**config.mk**
```make
export PLATFORM = sky130hd
export DESIGN_NAME = isa_test_tohost_monitor_flat
export DESIGN_NICKNAME = d
export VERILOG_FILES = /design/src/rtl/isa_test_tohost_monitor_if.sv /design/src/rtl/isa_test_tohost_monitor.sv /design/src/flat_wrapper.sv
export SDC_FILE = /design/constraint.sdc
export NUM_CORES = 1
export LEC_CHECK = 0
export CAP_MARGIN = 20
export CORE_UTILIZATION = 54
export DETAILED_ROUTE_END_ITERATION = 10
export HOLD_SLACK_MARGIN = 0.15
export PLACE_DENSITY = 0.83
export SLEW_MARGIN = 20
export SYNTH_ARGS = -nofsm -noshare
export SYNTH_HDL_FRONTEND = slang
export SYNTH_SLANG_ARGS = --single-unit
export TNS_END_PERCENT = 10
```
**constraint.sdc**
```tcl
create_clock -name clk -period 6.95 [get_ports clk]
set_input_delay 1.0425 -clock clk [delete_from_list [all_inputs] [get_ports clk]]
set_output_delay 1.0425 -clock clk [all_outputs]
set_load 0.03 [all_outputs]
```
**src/rtl/isa_test_tohost_monitor_if.sv**
```systemverilog
// AXI4-Lite slave-side bundle for the tohost monitor: write address, write
// data, write response, read address and read data channels.
interface isa_test_tohost_monitor_if;
    logic [31:0] awaddr;
    logic        awvalid;
    logic        awready;
    logic [31:0] wdata;
    logic [3:0]  wstrb;
    logic        wvalid;
    logic        wready;
    logic [1:0]  bresp;
    logic        bvalid;
    logic        bready;
    logic [31:0] araddr;
    logic        arvalid;
    logic        arready;
    logic [31:0] rdata;
    logic [1:0]  rresp;
    logic        rvalid;
    logic        rready;

    modport master (
        output awaddr, awvalid, wdata, wstrb, wvalid, bready, araddr, arvalid, rready,
        input  awready, wready, bresp, bvalid, arready, rdata, rresp, rvalid
    );

    modport slave (
        input  awaddr, awvalid, wdata, wstrb, wvalid, bready, araddr, arvalid, rready,
        output awready, wready, bresp, bvalid, arready, rdata, rresp, rvalid
    );
endinterface

```
**src/rtl/isa_test_tohost_monitor.sv**
```systemverilog
// riscv-tests "tohost" endpoint. Decodes writes to the tohost word into a
// sticky done/pass verdict with the failing test number, counts cycles until
// the verdict, and fires a watchdog if the program never reports.
//
// A write commits on the edge where both its address and data are available,
// either from the one-entry buffers or from a handshake on that same edge, so
// a same-cycle AW+W gets its response on the next cycle. A new commit waits
// for the previous response to be accepted.
module isa_test_tohost_monitor #(
    parameter logic [31:0] TO_HOST_ADDR   = 32'h3000,
    parameter logic [31:0] TIMEOUT_CYCLES = 32'd1000000,
    parameter int          SIM_DELAY      = 1
) (
    input  logic                          clk,
    input  logic                          rst,
    isa_test_tohost_monitor_if.slave      s_axi,
    output logic                          test_done,
    output logic                          test_pass,
    output logic                          test_timeout,
    output logic [30:0]                   fail_testnum,
    output logic [31:0]                   cycle_cnt
);

    // Register updates are modelled with zero delay; SIM_DELAY is kept only so
    // existing instantiations still elaborate, and must be non-negative.
    if (SIM_DELAY < 0) begin : g_bad_sim_delay
        $error("SIM_DELAY must be non-negative");
    end

    localparam logic [31:0] ADDR_MASK    = 32'hFFFF_FFFC;
    localparam logic [31:0] TOHOST_WORD  = TO_HOST_ADDR & ADDR_MASK;
    localparam logic        WDOG_EN      = (TIMEOUT_CYCLES != 32'd0);
    localparam logic [31:0] TIMEOUT_LAST = TIMEOUT_CYCLES - 32'd1;

    logic        aw_full, w_full;
    logic [31:0] aw_addr_q, w_data_q;
    logic [3:0]  w_strb_q;
    logic        awready_q, wready_q, bvalid_q, arready_q, rvalid_q;
    logic [1:0]  bresp_q, rresp_q;
    logic [31:0] rdata_q;
    logic [31:0] tohost;

    logic        aw_hs, w_hs, ar_hs;
    logic        aw_avail, w_avail, commit;
    logic [31:0] cm_addr, cm_data, merged;
    logic [3:0]  cm_strb;
    logic        wr_hit, rd_hit, verdict, wd_fire;

    // Handshakes, commit selection, byte merge and verdict/watchdog decisions.
    always_comb begin
        aw_hs    = s_axi.awvalid & awready_q;
        w_hs     = s_axi.wvalid & wready_q;
        ar_hs    = s_axi.arvalid & arready_q;
        aw_avail = aw_full | aw_hs;
        w_avail  = w_full | w_hs;
        commit   = aw_avail & w_avail & ~bvalid_q;
        cm_addr  = aw_full ? aw_addr_q : s_axi.awaddr;
        cm_data  = w_full ? w_data_q : s_axi.wdata;
        cm_strb  = w_full ? w_strb_q : s_axi.wstrb;
        wr_hit   = (cm_addr & ADDR_MASK) == TOHOST_WORD;
        rd_hit   = (s_axi.araddr & ADDR_MASK) == TOHOST_WORD;
        merged   = tohost;
        for (int b = 0; b < 4; b++) begin
            if (cm_strb[b]) merged[b*8 +: 8] = cm_data[b*8 +: 8];
        end
        verdict  = commit & wr_hit & ~test_done & merged[0];
        wd_fire  = WDOG_EN & ~test_done & ~verdict & (cycle_cnt == TIMEOUT_LAST);
    end

    // Write channel: AW/W buffers, tohost storage and the B response.
    always_ff @(posedge clk) begin
        if (rst) begin
            aw_full   <= 1'b0;
            w_full    <= 1'b0;
            aw_addr_q <= '0;
            w_data_q  <= '0;
            w_strb_q  <= '0;
            awready_q <= 1'b0;
            wready_q  <= 1'b0;
            bvalid_q  <= 1'b0;
            bresp_q   <= 2'b00;
            tohost    <= '0;
        end else begin
            aw_full   <= aw_avail & ~commit;
            w_full    <= w_avail & ~commit;
            awready_q <= ~(aw_avail & ~commit);
            wready_q  <= ~(w_avail & ~commit);
            if (aw_hs) aw_addr_q <= s_axi.awaddr;
            if (w_hs) begin
                w_data_q <= s_axi.wdata;
                w_strb_q <= s_axi.wstrb;
            end
            if (commit) begin
                bvalid_q <= 1'b1;
                bresp_q  <= wr_hit ? 2'b00 : 2'b11;
                if (wr_hit) tohost <= merged;
            end else if (bvalid_q & s_axi.bready) begin
                bvalid_q <= 1'b0;
            end
        end
    end

    // Read channel: single outstanding read, arready mirrors ~rvalid.
    always_ff @(posedge clk) begin
        if (rst) begin
            arready_q <= 1'b0;
            rvalid_q  <= 1'b0;
            rdata_q   <= '0;
            rresp_q   <= 2'b00;
        end else if (rvalid_q) begin
            if (s_axi.rready) rvalid_q <= 1'b0;
            arready_q <= s_axi.rready;
        end else if (ar_hs) begin
            rvalid_q  <= 1'b1;
            arready_q <= 1'b0;
            rdata_q   <= rd_hit ? tohost : 32'h0;
            rresp_q   <= rd_hit ? 2'b00 : 2'b11;
        end else begin
            arready_q <= 1'b1;
        end
    end

    // Verdict capture, watchdog and the cycle counter that freezes with them.
    always_ff @(posedge clk) begin
        if (rst) begin
            test_done    <= 1'b0;
            test_pass    <= 1'b0;
            test_timeout <= 1'b0;
            fail_testnum <= '0;
            cycle_cnt    <= '0;
        end else if (verdict) begin
            test_done    <= 1'b1;
            test_pass    <= (merged == 32'h1);
            fail_testnum <= merged[31:1];
        end else if (wd_fire) begin
            test_done    <= 1'b1;
            test_pass    <= 1'b0;
            test_timeout <= 1'b1;
        end else if (!test_done && cycle_cnt != 32'hFFFF_FFFF) begin
            cycle_cnt <= cycle_cnt + 32'd1;
        end
    end

    assign s_axi.awready = awready_q;
    assign s_axi.wready  = wready_q;
    assign s_axi.bvalid  = bvalid_q;
    assign s_axi.bresp   = bresp_q;
    assign s_axi.arready = arready_q;
    assign s_axi.rvalid  = rvalid_q;
    assign s_axi.rdata   = rdata_q;
    assign s_axi.rresp   = rresp_q;

endmodule

```
**src/flat_wrapper.sv**
```systemverilog
// flat-port wrapper written by rule: the top's interface ports become plain ports
module isa_test_tohost_monitor_flat 
#(
    parameter logic [31:0] TO_HOST_ADDR   = 32'h3000,
    parameter logic [31:0] TIMEOUT_CYCLES = 32'd1000000,
    parameter int          SIM_DELAY      = 1
)
  (clk, rst, test_done, test_pass, test_timeout, fail_testnum, cycle_cnt, s_axi_awaddr, s_axi_awvalid, s_axi_wdata, s_axi_wstrb, s_axi_wvalid, s_axi_bready, s_axi_araddr, s_axi_arvalid, s_axi_rready, s_axi_awready, s_axi_wready, s_axi_bresp, s_axi_bvalid, s_axi_arready, s_axi_rdata, s_axi_rresp, s_axi_rvalid);
  isa_test_tohost_monitor_if s_axi_i ();
  input  logic clk;
  input  logic rst;
  output logic test_done;
  output logic test_pass;
  output logic test_timeout;
  output logic [30:0] fail_testnum;
  output logic [31:0] cycle_cnt;
  input wire logic [$bits(s_axi_i.awaddr)-1:0] s_axi_awaddr;
  input wire logic [$bits(s_axi_i.awvalid)-1:0] s_axi_awvalid;
  input wire logic [$bits(s_axi_i.wdata)-1:0] s_axi_wdata;
  input wire logic [$bits(s_axi_i.wstrb)-1:0] s_axi_wstrb;
  input wire logic [$bits(s_axi_i.wvalid)-1:0] s_axi_wvalid;
  input wire logic [$bits(s_axi_i.bready)-1:0] s_axi_bready;
  input wire logic [$bits(s_axi_i.araddr)-1:0] s_axi_araddr;
  input wire logic [$bits(s_axi_i.arvalid)-1:0] s_axi_arvalid;
  input wire logic [$bits(s_axi_i.rready)-1:0] s_axi_rready;
  output wire logic [$bits(s_axi_i.awready)-1:0] s_axi_awready;
  output wire logic [$bits(s_axi_i.wready)-1:0] s_axi_wready;
  output wire logic [$bits(s_axi_i.bresp)-1:0] s_axi_bresp;
  output wire logic [$bits(s_axi_i.bvalid)-1:0] s_axi_bvalid;
  output wire logic [$bits(s_axi_i.arready)-1:0] s_axi_arready;
  output wire logic [$bits(s_axi_i.rdata)-1:0] s_axi_rdata;
  output wire logic [$bits(s_axi_i.rresp)-1:0] s_axi_rresp;
  output wire logic [$bits(s_axi_i.rvalid)-1:0] s_axi_rvalid;
  assign s_axi_i.awaddr = s_axi_awaddr;
  assign s_axi_i.awvalid = s_axi_awvalid;
  assign s_axi_i.wdata = s_axi_wdata;
  assign s_axi_i.wstrb = s_axi_wstrb;
  assign s_axi_i.wvalid = s_axi_wvalid;
  assign s_axi_i.bready = s_axi_bready;
  assign s_axi_i.araddr = s_axi_araddr;
  assign s_axi_i.arvalid = s_axi_arvalid;
  assign s_axi_i.rready = s_axi_rready;
  assign s_axi_awready = s_axi_i.awready;
  assign s_axi_wready = s_axi_i.wready;
  assign s_axi_bresp = s_axi_i.bresp;
  assign s_axi_bvalid = s_axi_i.bvalid;
  assign s_axi_arready = s_axi_i.arready;
  assign s_axi_rdata = s_axi_i.rdata;
  assign s_axi_rresp = s_axi_i.rresp;
  assign s_axi_rvalid = s_axi_i.rvalid;
  isa_test_tohost_monitor #(.TO_HOST_ADDR(TO_HOST_ADDR), .TIMEOUT_CYCLES(TIMEOUT_CYCLES), .SIM_DELAY(SIM_DELAY)) u_core (.clk(clk), .rst(rst), .s_axi(s_axi_i), .test_done(test_done), .test_pass(test_pass), .test_timeout(test_timeout), .fail_testnum(fail_testnum), .cycle_cnt(cycle_cnt));
endmodule
```
==> results of run 1 <==
[layer usage]
metal  global-route usage  vias up  share of wire
met2                0.467      297           0.47
met5                    0        -              0
met1                0.345     4016           0.43
met4               0.0958        0          0.026
met3               0.0554       46          0.071
li1                     -     4131              -
[layout make-up]
cell class	instances	area (um2)	area share
sequential	205	4100	0.351
tap	216	270	0.0231
multi-input combinational	780	4410	0.377
clock inverter	11	141	0.0121
antenna	1	2.50	0.000214
clock buffer	27	568	0.0486
inverter	7	26.3	0.00225
timing repair buffer	219	2170	0.185
[state kept, by name, summed over array words and instances, names as in the netlist, 4 cells and up]
register,count
u_core.aw_addr_q,30
u_core.fail_testnum,31
u_core.tohost,32
u_core.w_strb_q,4
u_core.s_axi.rdata,32
u_core.w_data_q,32
u_core.cycle_cnt,32
[cells by family (layout without fill, tap and decap cells)]
logic type | after synthesis | in the layout | share of synthesized area
mux | 45 | 45 | 0.0525
compound gates | 227 | 227 | 0.164
buf+inv | 82 | 264 | 0.0408
fa+ha+maj | 1 | 1 | 0.00141
other cells | 0 | 1 | 0
flops | 205 | 205 | 0.463
simple gates | 507 | 507 | 0.278
[power by group through the flow]
stage               Sequential (W)  Clock [W]  Combinational [W]
floorplan                  0.00125          0           0.000132
detailed placement         0.00124          0           0.000248
CTS                        0.00122    0.00118           0.000249
global placement           0.00124          0           0.000245
global route               0.00122    0.00122           0.000272
finish                     0.00122    0.00116           0.000250
[final timing paths]
| kind | from | endpoint | slack (ns) | cells past startpoint |
|---|---|---|---|---|
| max reg2reg | u_core.s_axi.awready | u_core.cycle_cnt[0] | 3.70 | 7 |
| min reg2reg | u_core.w_data_q[5] | u_core.w_data_q[5] | 0.45 | 2 |
| min | u_core.w_data_q[5] | u_core.w_data_q[5] | 0.45 | 2 |
| max | s_axi_awvalid | u_core.cycle_cnt[0] | 3.06 | 8 |
[cells in the mapped netlist (all sizes together) (2+ instances only)]
cell type | instances | area, um2
a2111o | 4 | 45.0
a21oi | 122 | 611
a22oi | 32 | 240
and2 | 9 | 60.1
and3 | 4 | 30.0
and4 | 4 | 42.5
buf | 40 | 204
clkbuf | 35 | 131
dfxtp | 205 | 4100
inv | 7 | 26.3
mux2 | 12 | 135
mux2i | 33 | 330
nand2 | 220 | 826
nand2b | 7 | 43.8
nand3 | 12 | 60.1
nand3b | 19 | 143
nand4 | 20 | 131
nor2 | 118 | 443
nor2b | 8 | 50.1
nor3 | 15 | 80.1
nor4 | 19 | 146
nor4b | 6 | 58.8
nor4bb | 2 | 20.0
o21ai | 5 | 25.0
o221a | 15 | 169
o221ai | 2 | 17.5
o22a | 4 | 35.0
o22ai | 17 | 106
o31ai | 19 | 143
or2 | 4 | 25.0
or3 | 5 | 32.5
or4 | 30 | 228
or4b | 2 | 20.0
[worst reg2reg max path, cell delays in order (launching register included)]
cell and delay, ns:
sky130_fd_sc_hd__dfxtp_1 0.37, sky130_fd_sc_hd__nand2_1 0.59, sky130_fd_sc_hd__nor3_1 0.38, sky130_fd_sc_hd__o21ai_1 0.21, sky130_fd_sc_hd__nor4_4 0.30, sky130_fd_sc_hd__buf_4 0.71, sky130_fd_sc_hd__nor3_1 0.24, sky130_fd_sc_hd__mux2_1 0.35
[through the flow]
step | hold slack [ns] | instances | util
3_5_place_dp | 0.442 | 1427 | 0.689
3_3_place_gp | 0.436 | 1427 | 0.689
4_1_cts | 0.450 | 1465 | 0.733
5_1_grt | 0.462 | 1466 | 0.733
6_report | 0.450 | 1466 | 0.733
2_1_floorplan | 0.431 | 1067 | -
==> results.md, run 1 <==
- The sequential share of the synthesized area is 0.463.
- The register clock-pin slew on the reported worst setup and hold paths is 0.07 ns.
- Of the total power, registers draw 0.464.
- The count of different cell masters after synthesis is 61.
- The area added between synthesis and finish is 32.0%.
- The mean instance size in the synthesized netlist is 8.30 um2.
- Setup repair after global routing left no endpoint under its margin.
- The synthesized net count is 1175.
- The maximum level of the CTS H-tree is 1.
- The total power is 0.00263 W.
- The synthesized design contains 205 register bits.
- The post-route worst setup slack is 3.06 ns.
- The post-placement worst setup slack is 2.56 ns.
- TritonCTS created 21 clock buffers.
- The number of global-route vias before repair is 7592.
- In the routed design, unresolved DRC markers number 0.
- The run finished with clean final reports.
- The worst setup path is launched from an input port.
- The kind of end point of the critical path is a flop.
- The insertion delay to the later sink of the worst-skew pair is 0.50 ns.
- Synthesis produced a netlist whose cell count is 1067.
- The HPWL after detailed placement is 15800 um.
- On the final layout, the worst clock skew is 0.00831 ns.
- The final max-slew violation count is 0.
- The area inside the core boundary is 15900 um2.
- Summed over all cells, the static leakage comes to 4.19 nW.
- The detailed router finished its first iteration with 623 violations.
- The fill cell total of the finished layout is 1262.
- In this run, post-CTS hold repair placed 0 buffers.
- The global-route usage over all layers is 0.274.
- After the last flow step, the layout net total stands at 1342.
- Traced cell by cell, the critical path runs through clkdlybuf4s50_1 > nand2_1 > nor3_1 > o21ai_1 > nor4_4 > buf_4 > nor3_1 > mux2_1.
- The total power divided by cell area is 225 nW/um2.
- The most used flip-flop cell after synthesis is sky130_fd_sc_hd__dfxtp_1.
- The internal cell power is 0.00201 W.
- The initial standard-cell utilization of the core is 0.556.
- The I/O pin count is 214.
- The average wire per standard cell is 16.4 um.
- TritonCTS built the clock tree.
- The total overflow left after global routing is 0.
- The remaining max-slew budget at the tightest pin is 0.330.
- The worst path in the final design needs a cycle of 3.89 ns, including I/O delays and setup.
- Setup violations remaining at the end of the flow were counted as 0.
- Of the cells placed in the final design, the portion with a size suffix greater than 1 is 0.0689.
- The most frequent standard cell in the layout excluding fill and tap cells is sky130_fd_sc_hd__nand2_1.
- The area of all placed cells without fillers is 11700 um2.
- The worst setup path is of the in -> reg kind.
- In the layout the commonest cells are 220 x sky130_fd_sc_hd__nand2_1, 208 x sky130_fd_sc_hd__clkdlybuf4s50_1, 205 x sky130_fd_sc_hd__dfxtp_1.
- The longest clock path from root to sink contains 3 buffers.
- At the end of routability-driven placement, the weighted congestion stood at 0.816.
- Based on the critical path, the design can be clocked at up to 257 MHz.
- Data arrives at the worst endpoint at 4.27 ns.
- The die area is 16900 um2.
- During synthesis, Yosys emitted a total of 0 warnings.
- The number of port buffers is 209.
- The part of the power in the clock network is 0.441.
- Of the available clock period, the critical path in the final layout requires 0.560.
- The largest single stage delay on the critical path is 0.71 ns.
- Using the TritonRoute via totals, the vias-per-cell ratio works out to 5.79.
- The number of buffers and inverters on the critical path is 2.
- The final hold violation count is 0.
- The detailed-route via count is 8490.
- The number of enable-type register cells in the synthesized netlist is 0.
- The kind of cell adding the most delay to the critical path is simple AND/OR/NAND/NOR gates.
- The tool flagged a number of max-cap violations equal to 0.
- Clock tree synthesis found a total of 205 sinks.
- In this run the worst hold path is classified as reg -> reg.
- The floorplan has 46 rows.
- In this run the cell area measured after placement is 11000 um2.
- The number of antenna violations at the first check in global routing was 1.
- From bottom edge to top edge, the die measures 130 um.
- In this run, post-CTS repair resized a total of 0 instances.
- The cell at the root of the clock tree is sky130_fd_sc_hd__clkbuf_16.
- The worst path required time is 7.34 ns.
- The post-synthesis async set-or-reset flop share is 0.
- The final routed wirelength across all metal layers is 24100 um.
- The pin slew with the least headroom to its limit is 1.00 ns.
- The switching component of the power is 0.000619 W.
- The first detailed-routing pass took 5 iterations.
- The most frequent cell on the critical path is sky130_fd_sc_hd__nor3_1.
- The worst supply voltage drop on vdd is 0.194 mV.
- The maximum number of pins on one net before global-route repair is 136.
- Buffers added to address setup during post-CTS repair amount to 0.
- The relative contribution of combinational cells to total power is 0.095.
- Measured along the x axis, the die boundary spans 130 um.
- The proportion of total power due to net switching is 0.236.
- In this run the worst path has a maximum fanout of 85.
- The setup TNS is 0 ns.
- The first global-routing pass estimated 37200 um of wire.
- On the critical path, the stage with the largest delay is an instance of sky130_fd_sc_hd__buf_4.
- The number of routed nets with antenna violations is 0.
- Summing every instance area after synthesis gives 8860 um2.
Note: power is estimated with default switching activity, not from simulation.
==> inputs of run 2 (changes only) <==
Settings changed: CORE_UTILIZATION 54 to 50, PLACE_DENSITY 0.83 to 0.78.
Clock period 6.95 ns to 3.7 ns, I/O delays scaled along.
==> run 2 against run 1 <==
Effect of this change: design area increased by 0.88%; cell count increased by 0.89%; non-clock buffer count increased by 3; sequential share of layout area decreased by 0.31 points; wire length decreased by 0.22%; sequential power increased by 88%; via count decreased by 2.4%; utilization decreased by 5.1 points; highest routed layer unchanged.
==> results.md, run 2 (synthesis results as in run 1) <==
- The most frequent standard cell in the layout excluding fill and tap cells is sky130_fd_sc_hd__nand2_1.
- The max-cap violation count is 0.
- The worst path needs 2.78 ns of the cycle, external delays included.
- The largest fanout of any net on the critical path is 35.
- After the first detailed-routing iteration, the DRC count stood at 600.
- The final max-slew violation count came to 0.
- On the critical path, the stage with the largest delay is an instance of sky130_fd_sc_hd__or4b_1.
- The antenna diode count is 0.
- TritonCTS built the clock tree.
- Between clock sinks in the finished design, the worst skew comes to 0.0145 ns.
- The worst-case IR drop observed on VDD is 0.391 mV.
- The die height is 135 um.
- The total power is 0.00502 W.
- The HPWL after detailed placement is 16000 um.
- The remaining max-slew budget at the tightest pin is 0.260.
- The total placed cells including tap cells is 1439.
- The run finished with clean final reports.
- The congestion estimate from routability-driven global placement came to 0.811.
- On the worst path, the slowest cell contributes a delay of 0.48 ns.
- The number of hold buffers added after CTS was 0.
- The die area is 18300 um2.
- The share of layout cells above drive strength 1 is 0.0710.
- The post-route DRC violation count is 0.
- In the layout the commonest cells are 220 x sky130_fd_sc_hd__nand2_1, 208 x sky130_fd_sc_hd__clkdlybuf4s50_1, 205 x sky130_fd_sc_hd__dfxtp_1.
- The final hold violation count is 0.
- Traced cell by cell, the critical path runs through buf_4 > mux2_2 > o211ai_1 > nand2_1 > or4b_1 > buf_4 > a21oi_1 > nor2_1.
- The register clock-pin slew on the reported worst setup and hold paths is 0.06 ns.
- The final setup violation count is 0.
- For this configuration, the core starts out at a cell density of 0.512.
- Buffers placed on the I/O ports in this run total 209.
- In the finished design, the share of the clock period the worst path needs comes to 0.751.
- The most frequent cell on the critical path is sky130_fd_sc_hd__buf_4.
- The final cell utilization of the core is 0.682.
- The startpoint of the worst-slack reg-to-reg timing path is u_core.w_full.
- The first global-routing pass estimated 37800 um of wire.
- After detailed routing, the average wire length per cell comes to 16.2 um.
- The area inside the core boundary is 17300 um2.
- The worst hold path passes through 2 cells.
- Wires add up to 24000 um.
- The logic depth of the worst register-to-register path is 8.
- The tightest min-delay check is of the reg -> reg type.
- The width of the die is 135 um.
- The number of global-route vias before repair is 7516.
- The area added between synthesis and finish is 33.1%.
- The pre-antenna-repair detailed-routing pass consisted of 4 iterations.
- The maximum number of pins on one net before global-route repair is 147.
- The maximum level of the CTS H-tree is 1.
- The fill cell total of the finished layout is 1438.
- Across all layers, the routed design uses 8290 vias.
- The worst hold path terminates at u_core.fail_testnum[4].
- The number of clock buffers inserted by TritonCTS is 22.
- For the pin with the worst max-slew slack, the measured transition is 1.11 ns.
- The startpoint of the tightest hold check path is u_core.fail_testnum[4].
- The type of the setup path with the least slack is reg -> reg.
- The register-to-register path setup slack is 0.92 ns.
- Data on the critical path is required at its endpoint by 4.04 ns.
- The count of nets after finishing is 1346.
- The static leakage power is 4.25 nW.
- Clock latency on the worst-skew pair, taken at its later pin, is 0.50 ns.
- In this run, post-CTS repair resized a total of 0 instances.
- The number of routed nets with antenna violations is 0.
- The cell at the root of the clock tree is sky130_fd_sc_hd__clkbuf_16.
- The highest clock rate is 360 MHz.
- The number of buffers on the longest clock path is 3.
- The floorplan has 48 rows.
- In the global route stage, overall resource usage came out at 0.254.
- The count of placed standard cells in the final layout, fillers left out is 1479.
- Global routing finished with a remaining overflow of 0.
- The TritonCTS sink count is 205.
- The kind of end point of the critical path is a flop.
- Power spread over the standard cell area amounts to 425 nW/um2.
- The number of antenna violations at the first check in global routing is 0.
- Using the TritonRoute via totals, the vias-per-cell ratio works out to 5.61.
- The endpoint identified for the worst register-to-register timing path is u_core.test_timeout.
- Setup repair after global routing left no endpoint under its margin.
- The arrival time of the worst setup path is 3.12 ns.
- The I/O pin count is 214.
- The buffer count from post-CTS setup fixing is 0.
- The nature of the critical path startpoint is a flop.
- After routing, the total negative slack on setup checks comes to 0 ns.
[run 2: worst max-delay path by stage]
stage,startpoint,end,slack [ns],depth (start not counted)
detailed placement,s_axi_awaddr[19],u_core.tohost[13],0.52,8
finish,u_core.w_full,u_core.test_timeout,0.92,8
global placement,s_axi_awaddr[19],u_core.tohost[13],0.56,8
floorplan,u_core.cycle_cnt[0],u_core.cycle_cnt[22],1.16,8
CTS,u_core.w_full,u_core.test_timeout,0.91,8
global route,u_core.w_full,u_core.test_timeout,0.79,8
[run 2: layout make-up]
class | count | area, um2 | share of cell area
Clock inverter | 5 | 86.3 | 0.00732
Inverter | 7 | 26.3 | 0.00223
Tap cell | 225 | 282 | 0.0239
Clock buffer | 35 | 669 | 0.0568
Multi-Input combinational cell | 780 | 4410 | 0.374
Sequential cell | 205 | 4100 | 0.348
Timing Repair Buffer | 222 | 2220 | 0.188
[run 2: critical path: cells and delay by family (launching register included)]
family                 cells  cell delay, ns
AO/OA/AOI/OAI              2            0.55
buffers and inverters      2            0.58
flip-flops                 1            0.31
multiplexers               1            0.46
AND/OR/NAND/NOR            3            0.71
[run 2: per-stage QoR]
stage | area [um2] | setup WS [ns] | hold WS, ns
floorplan | 8860 | 1.16 | 0.431
global placement | 11000 | 0.562 | 0.436
detailed placement | 11000 | 0.516 | 0.443
CTS | 11800 | 0.907 | 0.451
global route | 11800 | 0.786 | 0.469
finish | 11800 | 0.920 | 0.450
[run 2: routing by layer]
| metal | track usage | vias to the layer above | routed length (um) |
|---|---|---|---|
| met3 | 0.0533 | 32 | 1680 |
| li1 | - | 4136 | - |
| met5 | 0 | - | 0 |
| met2 | 0.416 | 247 | 11100 |
| met1 | 0.339 | 3875 | 10700 |
| met4 | 0.0649 | 0 | 471 |
[run 2: power breakdown]
group          total (W)  internal, W  switching, W  leakage [nW]
clock network    0.00225      0.00138      0.000871         0.372
logic           0.000475     0.000218      0.000257          2.22
registers        0.00229      0.00226     0.0000331          1.66
